===== src/rtl/prco_fetch.sv =====
// prco_fetch: single-outstanding instruction fetch FSM between local memory and decode.
// Optional HALT-word detection is built when PRCO_FETCH_HALT_EN is defined.
//   state  | meaning
//   S_REQ  | issue fetch at PC when memory port is free
//   S_WAIT | request outstanding, capture word on i_ce_dec
//   S_DROP | request outstanding after a branch, discard its word
//   S_HOLD | q_instr valid, waiting for decode to accept
//   S_HALT | HALT word consumed, fetch stopped until reset
module prco_fetch #(
   parameter logic [15:0] P_RESET_PC = 16'h0000,
   parameter logic [15:0] P_PC_MAX   = 16'h00FF
) (
   input  logic        i_clk,
   input  logic        i_reset,
   input  logic        i_mem_busy,
   input  logic        i_ce_dec,
   input  logic [15:0] i_mem_douta,
   input  logic        i_dec_ready,
   input  logic        i_branch_en,
   input  logic [15:0] i_branch_addr,
   output logic        q_ce_fetch,
   output logic [15:0] q_mem_addr,
   output logic [15:0] q_instr,
   output logic [15:0] q_instr_pc,
   output logic        q_instr_valid,
   output logic        q_halted
);

   typedef enum logic [2:0] {S_REQ, S_WAIT, S_DROP, S_HOLD, S_HALT} t_state;

   t_state      r_state, w_state_nxt;
   logic [15:0] r_pc, w_pc_nxt, w_pc_inc;
   logic [15:0] r_instr, w_instr_nxt;
   logic [15:0] r_instr_pc, w_instr_pc_nxt;
   logic        r_valid, w_valid_nxt;
   logic        r_halt_pend, w_halt_pend_nxt;
   logic        w_ce_fetch;
   logic        w_is_halt;

`ifdef PRCO_FETCH_HALT_EN
   assign w_is_halt = (i_mem_douta == 16'hFFFF);
   assign q_halted  = (r_state == S_HALT);
`else
   assign w_is_halt = 1'b0;
   assign q_halted  = 1'b0;
`endif

   assign w_pc_inc = (r_pc == P_PC_MAX) ? 16'h0000 : r_pc + 16'd1;

   always_comb begin
      w_state_nxt     = r_state;
      w_pc_nxt        = r_pc;
      w_instr_nxt     = r_instr;
      w_instr_pc_nxt  = r_instr_pc;
      w_valid_nxt     = r_valid;
      w_halt_pend_nxt = r_halt_pend;
      w_ce_fetch      = 1'b0;
      case (r_state)
         S_REQ: begin
            // A branch suppresses the request so no stale-PC fetch is left in flight.
            if (i_branch_en) begin
               w_pc_nxt    = i_branch_addr;
               w_valid_nxt = 1'b0;
            end else if (!i_mem_busy && !i_reset) begin
               w_ce_fetch  = 1'b1;
               w_state_nxt = S_WAIT;
            end
         end
         S_WAIT: begin
            if (i_branch_en) begin
               w_pc_nxt    = i_branch_addr;
               w_valid_nxt = 1'b0;
               w_state_nxt = i_ce_dec ? S_REQ : S_DROP;
            end else if (i_ce_dec) begin
               w_instr_nxt    = i_mem_douta;
               w_instr_pc_nxt = r_pc;
               w_valid_nxt    = 1'b1;
               w_state_nxt    = S_HOLD;
               if (w_is_halt) w_halt_pend_nxt = 1'b1;
               else           w_pc_nxt        = w_pc_inc;
            end
         end
         S_DROP: begin
            if (i_branch_en) w_pc_nxt = i_branch_addr;
            if (i_ce_dec)    w_state_nxt = S_REQ;
         end
         S_HOLD: begin
            if (i_branch_en) begin
               w_pc_nxt        = i_branch_addr;
               w_valid_nxt     = 1'b0;
               w_halt_pend_nxt = 1'b0;
               w_state_nxt     = S_REQ;
            end else if (i_dec_ready) begin
               w_valid_nxt = 1'b0;
               w_state_nxt = r_halt_pend ? S_HALT : S_REQ;
            end
         end
         S_HALT: begin
            w_state_nxt = S_HALT;
         end
         default: begin
            w_state_nxt = S_REQ;
         end
      endcase
   end

   always_ff @(posedge i_clk) begin
      if (i_reset) begin
         r_state     <= S_REQ;
         r_pc        <= P_RESET_PC;
         r_instr     <= 16'h0000;
         r_instr_pc  <= 16'h0000;
         r_valid     <= 1'b0;
         r_halt_pend <= 1'b0;
      end else begin
         r_state     <= w_state_nxt;
         r_pc        <= w_pc_nxt;
         r_instr     <= w_instr_nxt;
         r_instr_pc  <= w_instr_pc_nxt;
         r_valid     <= w_valid_nxt;
         r_halt_pend <= w_halt_pend_nxt;
      end
   end

   assign q_ce_fetch    = w_ce_fetch;
   assign q_mem_addr    = r_pc;
   assign q_instr       = r_instr;
   assign q_instr_pc    = r_instr_pc;
   assign q_instr_valid = r_valid;

endmodule


===== config.mk =====
export PLATFORM = sky130hd
export DESIGN_NAME = prco_fetch
export DESIGN_NICKNAME = d
export VERILOG_FILES = /design/src/rtl/prco_fetch.sv
export SDC_FILE = /design/constraint.sdc
export NUM_CORES = 1
export LEC_CHECK = 0
export ABC_AREA = 0
export BUFFER_PORTS_ARGS = -buffer_cell sky130_fd_sc_hd__buf_2
export CORE_ASPECT_RATIO = 1.2
export CORE_MARGIN = 1.5
export CORE_UTILIZATION = 51
export CTS_BUF_LIST = sky130_fd_sc_hd__clkbuf_4 sky130_fd_sc_hd__clkbuf_8
export DETAILED_ROUTE_END_ITERATION = 8
export GPL_ROUTABILITY_DRIVEN = 0
export PLACE_DENSITY_LB_ADDON = 0.12
export SYNTH_ARGS = -nofsm -noshare
export SYNTH_HDL_FRONTEND = slang
export SYNTH_SLANG_ARGS = --single-unit

===== constraint.sdc =====
create_clock -name i_clk -period 2.05 [get_ports i_clk]
set_input_delay 0.3075 -clock i_clk [delete_from_list [all_inputs] [get_ports i_clk]]
set_output_delay 0.3075 -clock i_clk [all_outputs]
set_load 0.05 [all_outputs]

==> summary.md <==
| Metric | Value |
|---|---|
| FF+latch count, synth | 52 |
| Worst-Margin Slew | 0.547 ns |
| Layout fillers | 407 |
| Post-route total power | 2370 µW |
| Async S/R FF share, synth | 0% |
| Syn Nets | 343 |
| Seq. cell area | 1050 µm² |
| Initial DRC count | 186 |
| Htree depth | 2 |
| First-pass DRT Iterations | 5 |
| CTS Sinks | 52 |
| Placed Area | 2970 µm² |
| VDD IR max | 0.460 mV |
| Setup CP Type | reg2reg |
| Vias in the first global route | 2336 |
| Worst skew pair latency | 0.31 ns |
| Worst endpoint required time | 2.23 ns |
| Starting Density | 52.4% |
| Post-route ant nets | 0 |
| DP HPWL | 4270 µm |
| Placed insts | 452 |
| Mapped Cells | 304 |
| Post-synthesis sequential area ratio | 43.9% |
| FMAX | 500 MHz |
| I/O Pins | 89 |
| IO Port Bufs | 87 |
| Design Area, Final | 3150 µm² |
| Sum Neg Setup Slack | 0 ns |
| Ys flop type | dfxtp_1 |
| Synth Warn # | 0 |
| Status | complete, no violations |
| Core box area | 4530 µm² |
| CTS tree | done |
| Worst hold path class | in2reg |
| Pins Over Slew Limit | 0 |
| Clk root buf | clkbuf_8 |
| Fraction of layout cells with a size suffix above 1 | 33.8% |
| Clock period minus worst slack | 2.00 ns |
| Cell Count, Final, Fillers Out | 463 |
| Clock transition at path regs | 0.09 ns |
| Global-route wire length before repair | 10300 µm |
| Reg2reg path depth | 6 |
| Number of remaining DRC errors | 0 |
| Leakage power | 0.00136 µW |
| Inserted Clock Buffers | 5 |
| Skew final | 0.00450 ns |
| Total number of vias | 2569 |
| Post-synth cell types | 41 |
| Worst Path Max Fanout | 6 |
| Clock Path Buffers | 2 |
| Final antenna diode count | 0 |
| CP arrival | 2.18 ns |
| Worst Setup Start Kind | register |
| Power Dens Cells | 752 nW/µm² |
| Global route total overflow | 0 |
| Footprint of the multi-input gates | 1210 µm² |
| Netlist Area Pre-Place | 2370 µm² |
| Total track usage | 25.3% |
| NumNets Final | 443 |
| Die Height | 77.7 µm |
| Rows | 27 |
| Slew HR | 63.5% |
| DIE AREA | 5070 µm² |
| Vias per Instance | 5.55 |
| Setup Viol. Count Final | 0 |
| Routed WL | 6270 µm |
| WL per Instance | 13.5 µm |
| Initial antenna violation count | 0 |
| Die width | 65.3 µm |
| Mapped Avg Cell Area | 7.81 µm² |
| Final Hold Viols | 0 |
| Largest net degree at the start of global routing | 55 |
| Area Growth Syn to Fin | 32.9% |
| Fin crit share | 97.6% |
| Hold path depth | 3 |
| CP endpoint kind | register |
| Reg2Reg Setup Slack | 0.05 ns |
| MaxCap Viol Count | 0 |
| Post-synth EDFFs | 0 |
-- path summary, 6_finish.rpt --
| check | start | end |
|---|---|---|
| hold / removal | i_mem_douta[9] | q_instr[9]$_SDFFE_PP0P_ |
| hold reg to reg | q_instr[14]$_SDFFE_PP0P_ | q_instr[14]$_SDFFE_PP0P_ |
| setup / recovery | q_mem_addr[8]$_SDFFE_PP0P_ | q_mem_addr[9]$_SDFFE_PP0P_ |
| setup reg to reg | q_mem_addr[8]$_SDFFE_PP0P_ | q_mem_addr[9]$_SDFFE_PP0P_ |
-- routing by layer --
layer / track usage (%) / vias to the layer above / share of wire (%)
met5: 0 / - / 0
met4: 10.2 / 0 / 1.2
met3: 6.96 / 9 / 7.7
met2: 41.0 / 120 / 50
met1: 31.5 / 1174 / 41
li1: - / 1266 / -
-- through the flow --
stage,utilization (%),worst slack [ns],hold WS (ns)
detailed placement,65.6,0.101,0.443
finish,69.7,0.0499,0.225
global placement,65.6,0.178,0.438
global route,69.7,-0.0315,0.219
CTS,69.1,0.0782,0.216
floorplan,-,0.0129,0.444
-- cells by family after synthesis --
family	share of synthesized area (%)
flops	43.9
other cells	0.158
simple gates	29.0
compound gates	19.9
xor+xnor	0.369
buf+inv	5.69
mux	0.474
fa+ha+maj	0.527
-- cell usage in the layout, fill, tap and decap left out, drive strengths merged, types with 4 or more instances in the layout --
master	n
o21ai	12
nand2	72
clkbuf	5
a31oi	4
a21oi	50
nor4	9
a22oi	5
nand3b	4
dfxtp	52
buf	116
nor3	10
nor2	10
nor2b	4
inv	4
nand3	7
-- power breakdown --
group          switching [µW]  leakage, µW  internal [µW]  total (µW)
Combinational             239     0.000863            120         359
Sequential               21.9     0.000424           1040        1060
Clock                     341    0.0000784            610         951
-- final cells by class --
| type | count | area share (%) |
|---|---|---|
| multi-input combinational | 225 | 38.3 |
| sequential | 52 | 33.2 |
| timing repair buffer | 116 | 20.7 |
| clock inverter | 3 | 2.86 |
| tap | 58 | 2.30 |
| clock buffer | 5 | 2.18 |
| inverter | 4 | 0.476 |
-- repair_timing --
item	CTS	global route
buffers inserted	0	3
hold buffers	0	0
gates resized for setup	0	2
setup endpoints to repair	0	2
-- sequential cells by signal, summed over array words and instances, names as in the netlist --
name	count
q_instr_valid	1
q_mem_addr	16
q_instr	16
r_state	3
q_instr_pc	16
-- worst max-delay path, stage by stage (launching register included) --
cell and delay [ns]:
dfxtp_2 0.33, or4_4 0.54, nor4_4 0.37, buf_4 0.21, nor4_2 0.05, a311oi_1 0.26
a21oi_1 0.11
-- synth_stat cells, types with 2 or more instances --
master / instances / area share (%)
o21ai_0: 12 / 2.5
a22oi_1: 5 / 1.6
nor4b_1: 2 / 0.74
o32ai_1: 2 / 0.74
a221oi_1: 3 / 1.1
nand2_1: 72 / 11
or3_1: 2 / 0.53
a21oi_1: 50 / 11
and2_1: 3 / 0.79
nand4_1: 3 / 0.79
nand3_1: 7 / 1.5
o31ai_1: 2 / 0.63
inv_1: 4 / 0.63
nor2_1: 10 / 1.6
nor2b_1: 4 / 1.1
nor4_1: 7 / 1.8
and4_1: 3 / 1.1
and3_1: 2 / 0.53
buf_6: 4 / 1.9
a31oi_1: 4 / 1.1
nand3b_1: 4 / 1.3
nand2b_1: 3 / 0.79
dfxtp_1: 52 / 44
nor3_1: 10 / 2.1
clkbuf_1: 18 / 2.8
No activity file was read; power rests on OpenSTA's default activity.
